<file path="src/rtl/fpu_rr_arbiter.sv">
// Round-robin arbiter sharing one pipelined FP16 FPU between NREQ requesters.
// Optional per-requester in-flight limit: define FPU_ARB_CREDIT_EN.
module fpu_rr_arbiter #(
    parameter int NREQ    = 4,
    parameter int WIDTH   = 16,
    parameter int FPU_LAT = 3,
    parameter int MAX_OUT = 2
) (
    input  logic                    clk,
    input  logic                    rst,
    input  logic [NREQ-1:0]         req_valid,
    output logic [NREQ-1:0]         req_ready,
    input  logic [NREQ*WIDTH-1:0]   req_a,
    input  logic [NREQ*WIDTH-1:0]   req_b,
    input  logic [NREQ*2-1:0]       req_op,
    output logic [WIDTH-1:0]        fpu_a,
    output logic [WIDTH-1:0]        fpu_b,
    output logic [1:0]              fpu_op,
    input  logic [WIDTH-1:0]        fpu_o,
    output logic [NREQ-1:0]         rsp_valid,
    output logic [WIDTH-1:0]        rsp_data
);

    localparam int IDW = $clog2(NREQ);
    localparam int IW  = IDW + 1;

    if (NREQ < 2 || FPU_LAT < 1 || MAX_OUT < 1) begin : g_param_check
        $error("fpu_rr_arbiter: illegal parameter values");
    end

    logic [IDW-1:0]              rr_ptr_q, rr_ptr_d;
    logic [WIDTH-1:0]            fpu_a_q, fpu_a_d;
    logic [WIDTH-1:0]            fpu_b_q, fpu_b_d;
    logic [1:0]                  fpu_op_q, fpu_op_d;
    logic [FPU_LAT:0]            tv_q, tv_d;
    logic [FPU_LAT:0][IDW-1:0]   tid_q, tid_d;
    logic [NREQ-1:0]             rsp_valid_q, rsp_valid_d;
    logic [WIDTH-1:0]            rsp_data_q, rsp_data_d;

    logic [NREQ-1:0]             elig;
    logic [NREQ-1:0]             gnt;
    logic [IDW-1:0]              gnt_id;
    logic                        found;
    logic                        issue;
    logic [IW-1:0]               idx;

`ifdef FPU_ARB_CREDIT_EN
    localparam int CW = $clog2(MAX_OUT + 1);

    logic [NREQ-1:0][CW-1:0]     cnt_q, cnt_d;

    // A requester at its in-flight limit is invisible to the scan.
    always_comb begin
        elig = '0;
        for (int k = 0; k < NREQ; k++) begin
            elig[k] = req_valid[k] && (cnt_q[k] != CW'(MAX_OUT));
        end
    end

    always_comb begin
        cnt_d = cnt_q;
        for (int k = 0; k < NREQ; k++) begin
            cnt_d[k] = cnt_q[k] + CW'(req_ready[k]) - CW'(rsp_valid_q[k]);
        end
    end

    always_ff @(posedge clk or posedge rst) begin
        if (rst) begin
            cnt_q <= '0;
        end else begin
            cnt_q <= cnt_d;
        end
    end
`else
    always_comb begin
        elig = req_valid;
    end
`endif

    always_comb begin
        found  = 1'b0;
        gnt_id = '0;
        idx    = '0;
        for (int i = 0; i < NREQ; i++) begin
            idx = IW'(rr_ptr_q) + IW'(i);
            if (idx >= IW'(NREQ)) begin
                idx = idx - IW'(NREQ);
            end
            if (!found && elig[idx[IDW-1:0]]) begin
                found  = 1'b1;
                gnt_id = idx[IDW-1:0];
            end
        end
        issue = found && !rst;
        gnt   = issue ? (NREQ'(1) << gnt_id) : '0;
    end

    always_comb begin
        rr_ptr_d = rr_ptr_q;
        fpu_a_d  = fpu_a_q;
        fpu_b_d  = fpu_b_q;
        fpu_op_d = fpu_op_q;
        if (issue) begin
            rr_ptr_d = (gnt_id == IDW'(NREQ - 1)) ? '0 : gnt_id + IDW'(1);
            fpu_a_d  = req_a[int'(gnt_id)*WIDTH +: WIDTH];
            fpu_b_d  = req_b[int'(gnt_id)*WIDTH +: WIDTH];
            fpu_op_d = req_op[int'(gnt_id)*2 +: 2];
        end
    end

    // Stage 0 lines up with the FPU input register; the last stage
    // lines up with fpu_o.
    always_comb begin
        tv_d  = {tv_q[FPU_LAT-1:0], issue};
        tid_d = {tid_q[FPU_LAT-1:0], gnt_id};
    end

    always_comb begin
        rsp_valid_d = '0;
        rsp_data_d  = rsp_data_q;
        if (tv_q[FPU_LAT]) begin
            rsp_valid_d = NREQ'(1) << tid_q[FPU_LAT];
            rsp_data_d  = fpu_o;
        end
    end

    always_ff @(posedge clk or posedge rst) begin
        if (rst) begin
            rr_ptr_q    <= '0;
            fpu_a_q     <= '0;
            fpu_b_q     <= '0;
            fpu_op_q    <= '0;
            tv_q        <= '0;
            tid_q       <= '0;
            rsp_valid_q <= '0;
            rsp_data_q  <= '0;
        end else begin
            rr_ptr_q    <= rr_ptr_d;
            fpu_a_q     <= fpu_a_d;
            fpu_b_q     <= fpu_b_d;
            fpu_op_q    <= fpu_op_d;
            tv_q        <= tv_d;
            tid_q       <= tid_d;
            rsp_valid_q <= rsp_valid_d;
            rsp_data_q  <= rsp_data_d;
        end
    end

    assign req_ready = gnt;
    assign fpu_a     = fpu_a_q;
    assign fpu_b     = fpu_b_q;
    assign fpu_op    = fpu_op_q;
    assign rsp_valid = rsp_valid_q;
    assign rsp_data  = rsp_data_q;

endmodule

</file>
<file path="config.mk">
export PLATFORM = sky130hd
export DESIGN_NAME = fpu_rr_arbiter
export DESIGN_NICKNAME = d
export VERILOG_FILES = /design/src/rtl/fpu_rr_arbiter.sv
export SDC_FILE = /design/constraint.sdc
export NUM_CORES = 1
export LEC_CHECK = 0
export BUFFER_PORTS_ARGS = -buffer_cell sky130_fd_sc_hd__clkbuf_2
export CAP_MARGIN = 20
export CORE_UTILIZATION = 35
export CTS_CLUSTER_SIZE = 12
export DETAILED_ROUTE_END_ITERATION = 8
export PLACE_DENSITY = 0.79
export SLEW_MARGIN = 40
export SYNTH_ARGS = -nofsm -noshare
export SYNTH_HDL_FRONTEND = slang
export SYNTH_SLANG_ARGS = --single-unit
</file>
<file path="constraint.sdc">
create_clock -name clk -period 3.7 [get_ports clk]
set_clock_uncertainty 0.1 [all_clocks]
set_input_delay 0.925 -clock clk [delete_from_list [all_inputs] [get_ports clk]]
set_output_delay 0.925 -clock clk [all_outputs]
set_load 0.02 [all_outputs]
</file>
==> results of run 1 <==
per-layer routing:
metal,vias to the layer above,track usage,part of all wire
met4,0,0.0688,0.012
met3,9,0.0554,0.077
met5,-,0,0
li1,1521,-,-
met2,181,0.368,0.51
met1,1549,0.238,0.40
state kept, by name, indices dropped and copies added (netlist names):
name,count
tid_q,2
rsp_valid,4
rr_ptr_q,2
fpu_op,2
tv_q,4
rsp_data,16
tid_d,6
fpu_b,16
fpu_a,16
cell usage after synthesis (4+ instances only):
| library cell | instances | area share |
|---|---|---|
| sky130_fd_sc_hd__dfrtp_1 | 68 | 0.53 |
| sky130_fd_sc_hd__nand2_1 | 39 | 0.046 |
| sky130_fd_sc_hd__nor2_1 | 39 | 0.046 |
| sky130_fd_sc_hd__a222oi_1 | 34 | 0.11 |
| sky130_fd_sc_hd__a31oi_1 | 34 | 0.066 |
| sky130_fd_sc_hd__mux2_2 | 17 | 0.060 |
| sky130_fd_sc_hd__clkbuf_1 | 9 | 0.011 |
| sky130_fd_sc_hd__buf_4 | 8 | 0.019 |
| sky130_fd_sc_hd__buf_6 | 8 | 0.028 |
| sky130_fd_sc_hd__buf_2 | 4 | 0.0063 |
logic make-up after synthesis:
| kind of cell | synth area share |
|---|---|
| AND/OR/NAND/NOR | 0.123 |
| AO/OA/AOI/OAI | 0.217 |
| flip-flops | 0.531 |
| buffers and inverters | 0.0660 |
| multiplexers | 0.0629 |
area by class of cell:
| class | count | area, sq um |
|---|---|---|
| Fill cell | 822 | 4310 |
| Sequential cell | 68 | 1700 |
| Multi-Input combinational cell | 194 | 1290 |
| Timing Repair Buffer | 221 | 1120 |
| Clock buffer | 10 | 138 |
| Tap cell | 108 | 135 |
| Clock inverter | 6 | 95.1 |
| Inverter | 2 | 11.3 |
worst reg2reg max path, delay by kind of cell (launching register included):
family          cells  cell delay (ps)
compound gates      4             1130
buf+inv             2              600
flops               1              530
power breakdown:
group / switching (mW) / total [mW] / internal (mW)
registers: 0.126 / 1.06 / 0.934
logic: 0.633 / 1.03 / 0.399
clock network: 0.294 / 0.698 / 0.404
total: 1.05 / 2.79 / 1.74
worst min path at each step:
stage	startpoint	end	cells after the start
after floorplan	tid_d[2]	tid_d[4]	0
after CTS	tid_d[4]	tid_d[6]	0
after global routing	tid_d[4]	tid_d[6]	0
after global placement	tv_q[0]	tv_q[1]	0
final	tid_d[4]	tid_d[6]	0
after detailed placement	tv_q[1]	tv_q[2]	0
==> results.txt, run 1 <==
The via density per instance came out at 5.35. The worst hold-check path type was flop to flop. After detailed placement, the total cell area comes to 0.00426 sq mm. The total instance count after detailed placement came out at 593. The number of synthesized register bits is 68.

Quantity of gates resized following cts: 0. The critical path starts at req_valid[1]. The average instance in the mapped netlist occupies 10.9 sq um. For this run, the slowest stage of the critical path takes 330 ps. Setup repair after global routing left no endpoint under its margin. The critical path is of the input pin to output port type. Traced cell by cell, the critical path runs through clkbuf_2 > nand2b_1 > o221ai_1 > nand2_1 > nor2_1 > clkbuf_2. The required time at the worst-slack endpoint was 2670 ps.

The tree built by TritonCTS fans out to 68 sinks. Detailed-route wire length per cell: 16.1 microns. The critical path data arrival time was 2040 ps; the clock period minus final worst setup slack was 3070 ps.

The logs give 0 for the number of violations of the max-capacitance limit and 6.97 mm for the half-perimeter wire length after placement. The share of final-layout standard cells stronger than drive strength 1 came out at 0.525. The logs give 0.00320 sq mm for the netlist area before placement and 0 for the count of buffers added by post-CTS timing repair for setup. The run gives 0 as the final number of setup-violating endpoints. The die covers 0.00953 sq mm.

Post-placement worst setup slack: 634 ps. For this run, the top clock speed supported by timing is 0.326 GHz. The synthesized design contains 0 enable-type register cells. Hold repair after CTS inserted 0 buffers. The run gives 15.3 mm as the first-pass GRT wire length. The number of cells on the worst reg-to-reg path is 6. The tools report the slack of the worst reg-to-reg path as 1250 ps. The H-tree was split into 3 levels. The number of buffers and inverters on the critical path is 2. The post-route total power is 2.79 mW, and the number of port buffers is 215. In this run the standard cell core region covers 0.00881 sq mm.

The number of nets handed over by synthesis was 451. After the flow finishes, the layout carries non-filler instances totaling 609. Setup slack closes at 631 ps. The final max-slew violation count was 0. The die is 97.6 microns wide. The area growth from synthesis to layout is 40.5%. The most used flip-flop cell after synthesis was sky130_fd_sc_hd__dfrtp_1. Final hold analysis gives a worst-case slack of 249 ps. The flow ran to the end, but the final reports show violations. The number of distinct library cells after synthesis is 32, and the via count of the first global-routing pass is 3139. The initial cell density of the core is 0.364. The routed layout has 3260 vias.

From bottom edge to top edge, the die measures 97.6 microns. The period utilization is 0.830. The worst register-to-register path ends at fpu_a[2]. The core occupancy in the finished layout was 0.511. Before antenna repair, the detailed router went through 9 iterations.

Number of antenna repair diodes: 0. STA classifies the critical path startpoint as an input pin. The overall global routing resource usage was 0.206. The clock insertion delay at the later pin of the skew report is 340 ps. The final design instance area without fill came out at 0.00450 sq mm. Clock-pin slew was measured on the worst setup and hold paths at 80 ps.

At the end of the flow, the number of nets in the layout was 654. Counting along the longest clock path gives a buffer depth of 2. Once detail routing completed, the nets flagged for antenna violations numbered 0.

The tools report the setup TNS after final layout as 0 ps. The cell sitting at the root of the clock tree is a sky130_fd_sc_hd__clkbuf_8. Yosys printed 0 warnings. TritonCTS built the clock tree. After global routing the overflow that remains totals 0. The tools report the cell row count as 34. The first routing iteration left 230 violations.

After detailed routing, the number of remaining DRC violations is 30. In this run the count of I/O pins placed on the die edge is 216. The tools report the endpoint kind of the worst setup timing path as an output port.

The tools report the fraction of the yosys area taken by sequential cells as 0.531. Counting stages on the worst path, the most repeated cell is sky130_fd_sc_hd__clkbuf_2. Master of the slowest instance on the critical path: sky130_fd_sc_hd__o221ai_1.

For this design the static power due to leakage is 2.25 nW. The post-synthesis async set-or-reset flop share came out at 1.00. Following the worst setup path forward leads to its endpoint at req_ready[0]. The logs give 293 for the number of cells produced by synthesis and 71 for the pin count of the biggest net entering global routing.

The tools report the launching point of the worst reg2reg path as rr_ptr_q[1]. The final layout contains routed wiring with a total length of 9.78 mm. The logs give 0.752 for the routability-driven placement congestion ratio and 0.456 for the relative slew slack.

The tools report the number of buffers added by the clock tree synthesis step as 9. The checks that failed: design-rule violations. The cell family contributing the most delay on the critical path is simple AND/OR/NAND/NOR gates.

Along the worst path, the maximum fanout reaches 8. For this design the ratio of total power to cell area is 620 mW/mm^2. Most common library cell in the layout ignoring fill and taps: sky130_fd_sc_hd__clkbuf_2. The number of antenna violations at the first check in global routing is 0.

The count of final hold-check violations was 0. The top cell types in the final layout, fill and taps aside, are sky130_fd_sc_hd__clkbuf_2 (215), sky130_fd_sc_hd__dfrtp_1 (68), sky130_fd_sc_hd__nor2_1 (39), sky130_fd_sc_hd__nand2_1 (39). The actual transition at the worst max-transition pin was 816 ps; the total stage count of the critical path was 6. The maximum VDD drop was 0.000306 V.
Power figures use the tool's default switching activity.
==> inputs of run 2 (changes only) <==
Settings changed: PLACE_DENSITY 0.79 to 0.76.
Clock period 3.7 ns to 3 ns, I/O delays scaled along.
==> results.txt, run 2 (synthesis gave the netlist of run 1 again) <==
The fraction of power spent switching nets is 0.402 (was 0.378), and the final net count is 657 (was 654). The root buffer selected by CTS is sky130_fd_sc_hd__clkbuf_8 (unchanged). The tools report the number of H-tree branching levels as 3 (unchanged). The share of final-layout standard cells stronger than drive strength 1 works out to 0.528 (was 0.525). The relative slew slack was 0.474 (was 0.456). The final-layout fill cell count was 829 (was 822). Crit path cell chain: clkbuf_2 > nand2b_1 > o221ai_1 > nand2_1 > nor2_1 > clkbuf_2 (unchanged). The maximum operating frequency is 0.362 GHz, and the number of buffers added by the clock tree synthesis step is 9 (unchanged).

Number of sinks driven by the clock tree: 68 (unchanged). The number of DRC violations after detailed routing was 33 (was 30); the actual transition at the worst max-transition pin was 788 ps (was 816 ps). The detailed-route wire length per cell was 15.7 microns (was 16.1 microns); the sequential power share was 0.397 (was 0.380). First-pass GRT wire length: 15.3 mm (unchanged).

The tools report the launching point of the worst reg2reg path as rr_ptr_q[1] (unchanged). For the final number of setup-violating endpoints, the log shows 0 (unchanged). Count of final hold-check violations: 0 (unchanged). Most common library cell in the layout ignoring fill and taps: sky130_fd_sc_hd__clkbuf_2 (unchanged). The count of buffers added by post-CTS timing repair for setup was 0 (unchanged). The overall global routing resource usage is 0.204 (was 0.206), and the vertical die dimension is 97.6 microns (unchanged). The category of the critical setup timing path is input pin to output port (unchanged).

The number of hold buffers added after cts was 0 (unchanged); the final worst setup slack was 240 ps (was 631 ps). Slack of the worst reg-to-reg path: 790 ps (was 1250 ps). The logs give 216 (unchanged) for the number of I/O pins and 280 (was 230) for the count of routing violations after the opening detailed-route iteration. The cell row count was 34 (unchanged). The tools report the first-pass iteration count of the detailed router as 9 (unchanged). The via count of the first global-routing pass was 3269 (was 3139). The switching power summed over all nets came out at 1.32 mW (was 1.05 mW).

Via total after detailed routing: 3271 (was 3260). Clock insertion delay at the later pin of the skew report: 330 ps (was 340 ps). The post-route antenna net violation count is 0 (unchanged). The critical path data arrival time is 1910 ps (was 2040 ps), and the maximum VDD drop is 0.000392 V (was 0.000306 V). Number of port buffers: 215 (unchanged).

The post-placement worst setup slack came out at 203 ps (was 634 ps). The period utilization is 0.920. TritonCTS built the clock tree. The critical path's most frequent cell was sky130_fd_sc_hd__clkbuf_2 (unchanged).

End point of the worst hold path: tv_q[2] (was tid_d[6]). The run gives 1.96 mW (was 1.74 mW) as the internal power of the cells. The final instance count without filler cells came out at 612 (was 609).

The tools report the number of antenna violations at the first check in global routing as 0 (unchanged). Master of the slowest instance on the critical path: sky130_fd_sc_hd__o221ai_1 (unchanged). Commonest non-fill, non-tap cells in the layout: sky130_fd_sc_hd__clkbuf_2 (215), sky130_fd_sc_hd__dfrtp_1 (68), sky130_fd_sc_hd__nor2_1 (39), sky130_fd_sc_hd__nand2_1 (39) (unchanged). The worst hold-check path type was flop to flop (unchanged). The via density per instance is 5.34 (was 5.35), and the count of cells along the worst hold path is 0 (unchanged).

Quantity of gates resized following cts: 0 (unchanged). The buffer levels on the longest clock path was 2 (unchanged); the die footprint was 0.00953 sq mm (unchanged). Setup repair after global routing left no endpoint under its margin.

The maximum cell stage delay along the critical path was 350 ps (was 330 ps). The worst min-delay path startpoint is tv_q[1] (was tid_d[4]). The logs give 0.212 (was 0.250) for the fraction of power consumed by the clock network and 2.23 nW (was 2.25 nW) for the leakage dissipation.

The tools report the core occupancy in the finished layout as 0.508 (was 0.511). The initial cell density of the core was 0.364 (unchanged). The logs give 9.59 mm (was 9.78 mm) for the total wire length after detailed routing and 0 (unchanged) for the final global-route overflow total. The core outline area is 0.00881 sq mm (unchanged), and the width of the chip is 97.6 microns (unchanged). The required time at the worst-slack endpoint came out at 2150 ps (was 2670 ps).

The tools report the endpoint of the most critical register-to-register path as fpu_a[12] (was fpu_a[2]). The run finished, with violations left. The number of cells traversed by the worst register-to-register path was 6 (unchanged). The run gives 49 (was 71) as the pin count of the biggest net entering global routing. The power density over cell area came out at 734 mW/mm^2 (was 620 mW/mm^2). Violations in the final reports: design-rule violations (unchanged). The maximum fanout encountered on the critical timing path was 8 (unchanged). The final max-slew violation count is 0 (unchanged), and the number of violations of the max-capacitance limit is 0 (unchanged). The endpoint kind of the worst setup timing path was an output port (unchanged).

The half-perimeter wire length after placement is 7.12 mm (was 6.97 mm), and the tightest hold margin is 251 ps (was 249 ps). The routability-driven placement congestion ratio was 0.833 (was 0.752); the total instance count after detailed placement was 596 (was 593). The synthesis-to-finish area growth works out to 39.7% (was 40.5%).

The tools report the type of element launching the critical path as an input pin (unchanged). The number of antenna repair diodes is 0 (unchanged), and the share of power burned in combinational logic is 0.391 (was 0.370). The clock slew seen by the registers of the worst setup and hold paths is 80 ps (about the same), and the clock period minus final worst setup slack is 2760 ps.
-- run 2: power by group through the flow --
stage          combinational, mW  sequential, mW  clock, mW
3_3_place_gp                1.25            1.31          0
6_report                    1.28            1.30      0.697
3_5_place_dp                1.29            1.32          0
5_1_grt                     1.39            1.34      0.768
2_1_floorplan              0.683            1.50          0
4_1_cts                     1.29            1.31      0.723
-- run 2: worst max-delay path by stage --
| stage | start | end | slack [ps] | cells after the start |
|---|---|---|---|---|
| after detailed placement | req_valid[3] | fpu_a[13] | 200 | 7 |
| after CTS | req_valid[1] | req_ready[0] | 280 | 6 |
| final | req_valid[1] | req_ready[0] | 240 | 6 |
| after global placement | req_valid[1] | req_ready[0] | 330 | 6 |
| after global routing | req_valid[1] | req_ready[0] | 180 | 6 |
| after floorplan | rst | req_ready[1] | -10 | 2 |
-- run 2: per-stage QoR --
step	setup TNS (ps)	total power [mW]	cell area, sq um
2_1_floorplan	-19.9	2.18	3210
3_3_place_gp	0	2.56	4290
3_5_place_dp	0	2.61	4290
4_1_cts	0	3.31	4470
5_1_grt	0	3.50	4470
6_report	0	3.28	4470
-- run 2: critical path: cells and delay by family --
family | cells | cell delay (ps)
simple gates | 3 | 470
compound gates | 1 | 350
buf+inv | 2 | 330
-- run 2: final cells by class --
cell class / instances / area (sq um) / share of cell area
repair buffers: 224 / 1140 / 0.256
well taps: 108 / 135 / 0.0302
inverters: 2 / 11.3 / 0.00252
clock inverters: 7 / 57.6 / 0.0129
flip-flops and latches: 68 / 1700 / 0.380
multi-input cells: 194 / 1300 / 0.291
clock buffers: 9 / 124 / 0.0277
-- run 2: metal layers --
layer  share of wire  routed length (microns)  up-vias  track usage
met5               0                        0        -            0
met4           0.015                      148        0       0.0769
met3           0.078                      745       13       0.0410
met2            0.50                     4820      171        0.363
met1            0.40                     3880     1560        0.241
li1                -                        -     1527            -
==> inputs of run 3 (changes only) <==
Clock period 3 ns to 2.6 ns, I/O delays scaled along.
==> results.txt, run 3 (synthesis gave the netlist of run 1 again) <==
The run finished, with violations left. Violations in the final reports: design-rule violations (unchanged). Synthesis-to-finish area growth: 41.8% (was 39.7%).

The actual transition at the worst max-transition pin was 733 ps (was 788 ps). The period utilization was 0.969; the detailed-route wire length per cell was 15.5 microns (was 15.7 microns). The vertical die dimension is 97.6 microns (unchanged). The critical path data arrival time is 1770 ps (was 1910 ps), and the number of antenna violations at the first check in global routing is 0 (unchanged). Count of final hold-check violations: 0 (unchanged). The cell row count is 34 (unchanged), and the number of sinks driven by the clock tree is 68 (unchanged). The routability-driven placement congestion ratio was 0.888 (was 0.833); the via count of the first global-routing pass was 3231 (was 3269). The initial cell density of the core is 0.364 (unchanged). Commonest non-fill, non-tap cells in the layout: sky130_fd_sc_hd__clkbuf_2 (215), sky130_fd_sc_hd__dfrtp_1 (67), sky130_fd_sc_hd__nor2_1 (39), sky130_fd_sc_hd__nand2_1 (39) (was sky130_fd_sc_hd__clkbuf_2 (215), sky130_fd_sc_hd__dfrtp_1 (68), sky130_fd_sc_hd__nor2_1 (39), sky130_fd_sc_hd__nand2_1 (39)). The power density over cell area came out at 876 mW/mm^2 (was 734 mW/mm^2). Based on the critical path, the design can be clocked at up to 0.397 GHz.

The final worst setup slack was 81.3 ps (was 240 ps). The run gives 49 (unchanged) as the pin count of the biggest net entering global routing. The required time at the worst-slack endpoint was 1850 ps (was 2150 ps); the number of port buffers was 215 (unchanged).

The tools report the final global-route overflow total as 0 (unchanged). Subtracting the final worst setup slack from the clock period gives 2520 ps. The via density per instance was 5.21 (was 5.34). For the via total after detailed routing, the log shows 3187 (was 3271).

The tools report the type of element launching the critical path as an input pin (unchanged). The tools report the origin of the worst setup path as req_valid[1] (unchanged). The tools report the post-route antenna net violation count as 0 (unchanged). Setup repair after global routing left no endpoint under its margin. The run gives 0 (unchanged) as the final number of setup-violating endpoints. The worst min-delay path startpoint is tv_q[1] (unchanged).

Number of violations of the max-capacitance limit: 0 (unchanged). The tools report the root buffer selected by CTS as sky130_fd_sc_hd__clkbuf_8 (unchanged). The final net count was 657 (unchanged). The area after detailed placement was 0.00431 sq mm (was 0.00429 sq mm); the number of antenna repair diodes was 0 (unchanged).

Category of the critical setup timing path: input pin to output port (unchanged). The quantity of gates resized following cts came out at 0 (unchanged). The logs give 231 (was 280) for the count of routing violations after the opening detailed-route iteration and 9.49 mm (was 9.59 mm) for the total wire length after detailed routing. The worst hold-check path type was flop to flop (unchanged).

The share of final-layout standard cells stronger than drive strength 1 is 0.534 (was 0.528), and the number of hold buffers added after cts is 0 (unchanged). The run gives 0 (unchanged) as the final max-slew violation count. The core outline area was 0.00881 sq mm (unchanged). The tools report the relative slew slack as 0.511 (was 0.474). The endpoint kind of the worst setup timing path is an output port (unchanged). For the count of buffers added by post-CTS timing repair for setup, the log shows 0 (unchanged). The leakage dissipation is 2.26 nW (was 2.23 nW), and the number of I/O pins is 216 (unchanged). The first-pass GRT wire length was 15.5 mm (was 15.3 mm). The width of the chip works out to 97.6 microns (unchanged). The number of H-tree branching levels was 3 (unchanged); the number of DRC violations after detailed routing was 29 (was 33).

The setup TNS after final layout was 0 ps (unchanged). The tools report the clock insertion delay at the later pin of the skew report as 330 ps (about the same). The logs give 823 (was 829) for the final-layout fill cell count and 7.27 mm (was 7.12 mm) for the half-perimeter wire length after placement. The overall global routing resource usage came out at 0.205 (was 0.204). Most common library cell in the layout ignoring fill and taps: sky130_fd_sc_hd__clkbuf_2 (unchanged). The die footprint is 0.00953 sq mm (unchanged), and the post-placement worst setup slack is 64.0 ps (was 203 ps). For the buffer levels on the longest clock path, the log shows 2 (unchanged).

The tools report the launching point of the worst reg2reg path as rr_ptr_q[1] (unchanged). The tools report the first-pass iteration count of the detailed router as 9 (unchanged). The number of buffers added by the clock tree synthesis step was 9 (unchanged).

For the final design instance area without fill, the log shows 0.00454 sq mm (was 0.00447 sq mm). TritonCTS built the clock tree. The maximum fanout encountered on the critical timing path is 8 (unchanged), and the maximum VDD drop is 0.000320 V (was 0.000392 V).

The clock slew seen by the registers of the worst setup and hold paths is 80 ps (about the same).
run 3: cell types whose count changed in the layout (fill, tap and decap cells not counted), sizes merged:
cell / change
clkinv: +2
bufinv: +2
clkinvlp: -2
inv: -4
clkbuf: +2
run 3: power by group:
part / total (mW) / switching (mW) / internal [mW]
registers: 1.51 / 0.182 / 1.33
logic: 1.50 / 0.897 / 0.598
clock network: 0.970 / 0.400 / 0.570
total: 3.98 / 1.48 / 2.50
run 3: per-stage QoR:
stage / util / std cells / hold WS [ps] / power [mW]
2_1_floorplan: - / 293 / 231 / 2.52
3_3_place_gp: 0.488 / 595 / 231 / 2.96
3_5_place_dp: 0.489 / 596 / 236 / 3.03
4_1_cts: 0.515 / 612 / 250 / 4.01
5_1_grt: 0.516 / 612 / 253 / 4.22
6_report: 0.516 / 612 / 249 / 3.98
run 3: layout make-up:
class | instances | area [sq um] | share of cell area
inverters | 2 | 11.3 | 0.00248
repair buffers | 224 | 1160 | 0.255
clock buffers | 11 | 141 | 0.0311
well taps | 108 | 135 | 0.0298
flip-flops and latches | 68 | 1700 | 0.375
multi-input cells | 194 | 1310 | 0.287
clock inverters | 5 | 85.1 | 0.0187
run 3: worst paths after layout:
kind / end / slack, ps / cells past startpoint
min: tv_q[2] / 250 / 0
min in group asynchronous: fpu_a[2] / 390 / 3
min reg2reg: tv_q[2] / 250 / 0
max: req_ready[2] / 80 / 6
max in group asynchronous: rr_ptr_q[1] / 1570 / 3
max reg2reg: fpu_b[12] / 440 / 6
run 3: critical path: stages:
cell and delay [ps]:
sky130_fd_sc_hd__clkbuf_2 200, sky130_fd_sc_hd__nand2b_1 220, sky130_fd_sc_hd__a21oi_1 60, sky130_fd_sc_hd__o31a_1 300, sky130_fd_sc_hd__and3_1 200, sky130_fd_sc_hd__clkbuf_2 150
run 3: routing by layer:
metal / vias up / GRT usage / wire [microns]
li1: 1526 / - / -
met4: 0 / 0.0804 / 166
met5: - / 0 / 0
met2: 170 / 0.361 / 4810
met3: 16 / 0.0403 / 609
met1: 1475 / 0.246 / 3910
